### src/rtl/gen_ser_pkg.sv
// Shared types for the multi-lane serial transmitter.
package gen_ser_pkg;

    typedef enum logic {
        IDLE  = 1'b0,
        SHIFT = 1'b1
    } gen_ser_state_t;

endpackage

### src/rtl/gen_ser_lane.sv
// One serial lane: parallel load, then shift one bit per clock in the selected order.
module gen_ser_lane #(
    parameter int WIDTH     = 8,
    parameter bit MSB_FIRST = 1'b1
) (
    input  logic             clk,
    input  logic             rst_n,
    input  logic             load,
    input  logic             shift,
    input  logic [WIDTH-1:0] din,
    output logic             sout
);

    logic [WIDTH-1:0] sreg;
    logic [WIDTH-1:0] w_shifted;

    generate
        if (MSB_FIRST) begin : g_msb
            assign w_shifted = {sreg[WIDTH-2:0], 1'b0};
            assign sout      = sreg[WIDTH-1];
        end else begin : g_lsb
            assign w_shifted = {1'b0, sreg[WIDTH-1:1]};
            assign sout      = sreg[0];
        end
    endgenerate

    // Shift register; load has priority so a back-to-back word replaces the drained one.
    always_ff @(posedge clk) begin
        if (!rst_n) begin
            sreg <= '0;
        end else if (load) begin
            sreg <= din;
        end else if (shift) begin
            sreg <= w_shifted;
        end else begin
            sreg <= sreg;
        end
    end

endmodule

### src/rtl/gen_ser_tx.sv
// Multi-lane parallel-to-serial transmitter: valid/ready word input, one bit per lane per clock.
module gen_ser_tx
    import gen_ser_pkg::*;
#(
    parameter int LANES     = 4,
    parameter int WIDTH     = 8,
    parameter bit MSB_FIRST = 1'b1
) (
    input  logic                   clk,
    input  logic                   rst_n,
    input  logic                   in_valid,
    output logic                   in_ready,
    input  logic [LANES*WIDTH-1:0] in_data,
    output logic [LANES-1:0]       ser_out,
    output logic                   ser_frame,
    output logic                   ser_last
);

    localparam int             CW       = $clog2(WIDTH);
    localparam logic [CW-1:0]  CNT_LAST = CW'(WIDTH - 1);

    gen_ser_state_t r_state;
    logic [CW-1:0]  r_cnt;
    logic           r_frame;
    logic           r_last;

    logic           w_at_last;
    logic           w_ready;
    logic           w_accept;
    logic           w_shift;
    logic [CW-1:0]  w_cnt_inc;

    assign w_at_last = (r_state == SHIFT) && (r_cnt == CNT_LAST);
    // Ready depends only on flops and reset, never on in_valid.
    assign w_ready   = rst_n & ((r_state == IDLE) | w_at_last);
    assign w_accept  = in_valid & w_ready;
    assign w_shift   = (r_state == SHIFT) & ~w_accept;
    assign w_cnt_inc = r_cnt + 1'b1;

    assign in_ready  = w_ready;
    assign ser_frame = r_frame;
    assign ser_last  = r_last;

    // Control FSM: bit counter plus registered frame/last markers.
    always_ff @(posedge clk) begin
        if (!rst_n) begin
            r_state <= IDLE;
            r_cnt   <= '0;
            r_frame <= 1'b0;
            r_last  <= 1'b0;
        end else begin
            case (r_state)
                IDLE: begin
                    r_cnt  <= '0;
                    r_last <= 1'b0;
                    if (w_accept) begin
                        r_state <= SHIFT;
                        r_frame <= 1'b1;
                    end else begin
                        r_state <= IDLE;
                        r_frame <= 1'b0;
                    end
                end
                SHIFT: begin
                    if (r_cnt == CNT_LAST) begin
                        r_cnt  <= '0;
                        r_last <= 1'b0;
                        if (w_accept) begin
                            r_state <= SHIFT;
                            r_frame <= 1'b1;
                        end else begin
                            r_state <= IDLE;
                            r_frame <= 1'b0;
                        end
                    end else begin
                        r_state <= SHIFT;
                        r_cnt   <= w_cnt_inc;
                        r_frame <= 1'b1;
                        r_last  <= (w_cnt_inc == CNT_LAST);
                    end
                end
                default: begin
                    r_state <= IDLE;
                    r_cnt   <= '0;
                    r_frame <= 1'b0;
                    r_last  <= 1'b0;
                end
            endcase
        end
    end

    generate
        for (genvar i = 0; i < LANES; i++) begin : lane
            gen_ser_lane #(
                .WIDTH     (WIDTH),
                .MSB_FIRST (MSB_FIRST)
            ) u_lane (
                .clk   (clk),
                .rst_n (rst_n),
                .load  (w_accept),
                .shift (w_shift),
                .din   (in_data[i*WIDTH +: WIDTH]),
                .sout  (ser_out[i])
            );
        end
    endgenerate

endmodule

### config.mk
export PLATFORM = sky130hd
export DESIGN_NAME = gen_ser_tx
export DESIGN_NICKNAME = d
export VERILOG_FILES = /design/src/rtl/gen_ser_pkg.sv /design/src/rtl/gen_ser_lane.sv /design/src/rtl/gen_ser_tx.sv
export SDC_FILE = /design/constraint.sdc
export NUM_CORES = 1
export LEC_CHECK = 0
export BUFFER_PORTS_ARGS = -buffer_cell sky130_fd_sc_hd__buf_2
export CELL_PAD_IN_SITES_DETAIL_PLACEMENT = 0
export CELL_PAD_IN_SITES_GLOBAL_PLACEMENT = 1
export CORE_UTILIZATION = 41
export CTS_BUF_LIST = sky130_fd_sc_hd__clkbuf_4
export CTS_CLUSTER_DIAMETER = 30
export DETAILED_ROUTE_END_ITERATION = 7
export PLACE_DENSITY_LB_ADDON = 0.1
export SYNTH_ARGS = -nofsm -noshare
export SYNTH_HDL_FRONTEND = slang
export SYNTH_SLANG_ARGS = --single-unit
### constraint.sdc
create_clock -name clk -period 2.3 [get_ports clk]
set_clock_uncertainty 0.1 [all_clocks]
set_input_delay 0.345 -clock clk [delete_from_list [all_inputs] [get_ports clk]]
set_output_delay 0.345 -clock clk [all_outputs]
set_load 0.02 [all_outputs]
* After elaboration in Yosys (flattened, before gate mapping) *
Index checks and enable logic that the tools add are counted.

cells by class
  $mul = 0
  bitwise operators = 6
  add/subtract/negate cells = 1
  reductions and logical operators = 2
  order comparisons = 0
  shifts and indexed selects = 0
  muxes and demuxes = 15
  divide/modulo/power cells = 0
  equality and inequality tests = 2

operator list
  kind                   number
  $mux W8                8
  $eq A3 B3 Y1 const B   2
  $pmux W3 S2            1
  $pmux W1 S2            2
  $add A3 B1 Y3 const B  1
  $and A1 B1 Y1          3
  $mux W1                3
  $mux W3                1
  $not A1 Y1             2
  $reduce_bool A2 Y1     1
  $logic_and A1 B1 Y1    1
  $or A1 B1 Y1           1

word-level totals
  word-level logic and storage cells = 33
  memories = 0
  flip-flop bits (word level) = 37
  bits in latches = 0
  output and inout bits = 7
  memory bits (writable) = 0
  memory bits (read-only) = 0

* Depth between registers and ports, before layout *
  word-level depth = 9
  depth in mapped cells = 7
  gate-level depth less buffers = 5

* By module *
Synthesis repeated with hierarchy kept, for this count alone.

unflattened totals
  cells, all modules = 162
  area total of the unflattened synthesis = 1891.8 sq um

modules (own cells, without submodules)
  module        cells an instance  times used  area each (sq um)  seq. area each (sq um)
  gen_ser_lane  35                 4           419.2              160.2
  gen_ser_tx    22                 1           215.2              100.1

* Worst setup path before layout *
No wires, ideal clock.

  path type = reg-to-reg
  start = reg r_cnt[0]
  end = reg lane[0].u_lane.sreg[1]
  slack = 0.430 ns
  required time = 2.078 ns
  data arrival time = 1.648 ns
  library setup time = 0.122 ns
  cell stages (with the launch flop) = 8
  period minus slack after synthesis = 1.870 ns
  cell sequence = dfxtp_1 > ha_1 > ha_1 > nand2b_4 > and3_1 > buf_6 > buf_6 > a221o_1

between the ends
  cells in the longest elaborated chain, start to end = 8

RTL lines
  element                              RTL line            text
  from (decl)                          gen_ser_tx.sv:23    logic [CW-1:0] r_cnt;
  from (signal assigned)               gen_ser_tx.sv:77    r_cnt <= w_cnt_inc;
  $eq A3 B3 Y1 *                       gen_ser_tx.sv:33    assign w_at_last = (r_state == SHIFT) && (r_cnt == CNT_LAST);
  $logic_and A1 B1 Y1 *                gen_ser_tx.sv:33
  $or A1 B1 Y1 *                       gen_ser_tx.sv:35    assign w_ready = rst_n & ((r_state == IDLE) | w_at_last);
  $and A1 B1 Y1 *                      gen_ser_tx.sv:35
  $and A1 B1 Y1 *                      gen_ser_tx.sv:36    assign w_accept = in_valid & w_ready;
  $not A1 Y1                           gen_ser_tx.sv:37    assign w_shift = (r_state == SHIFT) & ~w_accept;
  $and A1 B1 Y1                        gen_ser_tx.sv:37
  $reduce_bool A2 Y1 (no source line)  --
  to (signal assigned)                 gen_ser_lane.sv:32  sreg <= din;
  to (signal assigned)                 gen_ser_lane.sv:34  sreg <= w_shifted;
  to (signal assigned)                 gen_ser_lane.sv:36  sreg <= sreg;
  to (decl)                            gen_ser_lane.sv:14  logic [WIDTH-1:0] sreg;

Every way passes the cells marked *; elsewhere a longest branch is shown, timed or not.
A chain may end at the register's enable or synchronous reset.

* Final worst setup path *
  start = reg r_cnt[0]
  end = out in_ready

between the ends
  cells in the longest elaborated chain, start to end = 4

RTL lines
  element              RTL line          text
  $eq A3 B3 Y1         gen_ser_tx.sv:33
  $logic_and A1 B1 Y1  gen_ser_tx.sv:33
  $or A1 B1 Y1         gen_ser_tx.sv:35
  $and A1 B1 Y1        gen_ser_tx.sv:35
  to (decl)            gen_ser_tx.sv:12  output logic in_ready,

Every way passes these cells.

==> flow_summary.yaml <==
placement:
  dp.cells: 216
  io_buffers: 41
  gp_congestion: 0.6939
  place_hpwl_mm: 2.053
cts:
  numCtsBuffers: 5
  cts_max_level: 2
  cts_tree: "yes"
  cts_setup_buffers: 0
  root_buffer: "clkbuf_4"
  clock_latency_ns: 0.34
  path_clk_slew_ns: 0.11
  clk_path_buf_depth: 2
  clkSinkCount: 37
synth:
  synthCells: 142
  ys.flop_type: "dfxtp_1"
  synthesis.area_mm2: 0.001540
  synth_cell_types: 23
  async_flop_share_pct: 0
  yosysTopAreaCell: "dfxtp_1"
  synth_most_common_cell: "dfxtp_1"
  synth_mux_area_share_pct: 2.924
  synth_top_area_share_pct: 48.09
  synth_common_cells: "dfxtp_1, and2_1, a221o_1"
  yosysSeqAreaShare_pct: 48.09
  ys_ff_latch: 37
  synth_fp_nets: 180
  synthAdderAreaFrac_pct: 2.437
  syn_area_per_cell_um2: 10.85
  synth-simple-area-share_pct: 18.12
  yosys-top-cells-area: "dfxtp_1, a221o_1, and2_1, mux2_2, buf_4"
  ys_warn_count: 0
  synth-edff-count: 0
  synth-compound-area-share_pct: 21.61
  synth-xor-area-share_pct: 0
  synth_top_family_by_area: "compound AO/OA/AOI/OAI gates"
route:
  routed_wl_mm: 3.016
  antenna_left: 0
  vias_per_cell: 5.339
  drt_first_iter_violations: 80
  drc: 0
  first_pass_iters: 4
  vias: 1196
  wl_per_cell_um: 13.46
sta:
  setup_tns_ns: 0
  hold_viol_final: 0
  fin_crit_ns: 2.130
  timing.final.crit_share_pct: 92.59
  fmax_ghz: 0.4696
  rsz0062_at_grt: "no"
  setup-violations-final: 0
  report.final.slew_viol_count: 0
  worst_slew_pin_slew_ns: 1.046
  maxSlewHeadroom_pct: 29.95
setup_path:
  required_ns: 1.86
  cp.arrival_ns: 1.68
  worst-setup-path-type: "register to output port"
  cp-end-kind: "output port"
  crit_path_start_kind: "register"
  path_max_fanout: 7
finish:
  fillers: 332
  nNetsFinal: 215
  num_antenna_cells: 0
  multi_input_area_um2: 705.7
  drive_above_1_share_pct: 32.02
  seqCellArea_um2: 740.7
  final_cell_count_no_fill: 224
  syn_to_final_growth_pct: 17.06
floorplanning:
  rows: 21
  ios: 42
  die_w_um: 63.29
  start_util_pct: 44.41
  core_mm2: 0.003468
  dieArea_mm2: 0.004006
  die_h_um: 63.29
grt:
  busiest_layer: "met2"
  track_usage_pct: 16.97
  grt_pass1_wl_mm: 5.230
  grt_use_met1_pct: 22.77
  antenna_found_initial: 0
  use_met2_pct: 24.33
  grt_overflow: 0
  met3_usage_pct: 5.254
  grt_pass1_vias: 1141
  grt_max_degree: 25
power_and_ir_drop:
  power_density_mw_per_mm2: 715.1
  p_leak_uw: 0.0007987
  ir_worst_vdd_v: 0.0002787
worst_hold_path:
  hold_path.class: "primary input to register"
run:
  drv_cap: 0
run_status:
  status: "finished, final reports clean"
==> state kept, by name, indices dropped and copies added (netlist names) <==
signal            count
lane.u_lane.sreg     32
r_cnt                 3
ser_frame             1
ser_last              1
==> kinds of logic after synthesis <==
group / Yosys count
simple gates: 47
compound gates: 35
mux: 4
buf+inv: 16
fa+ha+maj: 3
flops: 37
==> cell type report <==
class,count,share of cell area (%)
inverters,2,0.4164
multi-input cells,89,39.14
well taps,46,3.192
repair buffers,42,11.80
flip-flops and latches,37,41.08
clock inverters,2,1.874
clock buffers,6,2.498
==> report_power, final <==
group	total (µW)	internal, µW	switching (µW)
logic	142	72.5	69.1
registers	701	679	22.3
clock network	446	238	208
total	1290	990	300
==> layer usage <==
layer	vias to the layer above	share of wire (%)
li1	598	-
met1	557	49
met2	33	43
met3	8	5.9
met4	0	2.1
met5	-	0
==> worst max-delay path, cell delays in order, from the launching register on <==
cell	delay, ns
dfxtp_1	0.37
ha_1	0.15
ha_1	0.32
nand2b_4	0.23
and2_1	0.12
buf_2	0.15
==> timing repair <==
| action | 4_1_cts | 5_1_grt |
|---|---|---|
| resized for setup | 0 | 1 |
| hold endpoints to repair | 0 | 0 |
| setup endpoints to repair | 0 | 4 |
| hold buffers | 0 | 0 |
==> cell usage in the layout, fill, tap and decap left out, types with 2 or more instances in the layout <==
cell / instances
buf_2: 41
dfxtp_1: 37
and2_1: 26
a221o_1: 24
nor2_1: 9
clkbuf_4: 6
a32oi_1: 4
nor2b_1: 4
mux2_2: 4
o221ai_1: 4
ha_1: 3
inv_1: 2
nand2_1: 2
nor3_1: 2
==> through the flow <==
stage	setup WS, ns	area, µm²	total power (µW)	hold slack (ns)	util (%)
6_report	0.1704	1803	1289	0.1208	51.98
3_3_place_gp	0.2724	1717	853.6	0.3353	49.49
3_5_place_dp	0.1831	1717	857.3	0.3591	49.49
5_1_grt	0.03293	1803	1360	0.1041	51.98
4_1_cts	0.1472	1795	1306	0.1003	51.77
2_1_floorplan	0.4303	1540	813.7	0.3270	-
==> worst paths after layout <==
kind / from / endpoint / slack, ns / cells after the start
setup / recovery: r_cnt[0] / in_ready / 0.17 / 5
hold / removal: in_data[10] / lane[1].u_lane.sreg[2] / 0.12 / 2
setup reg to reg: r_cnt[0] / lane[0].u_lane.sreg[4] / 0.29 / 6
hold reg to reg: r_cnt[0] / r_cnt[0] / 0.37 / 1
No activity file was read; power rests on OpenSTA's default activity.
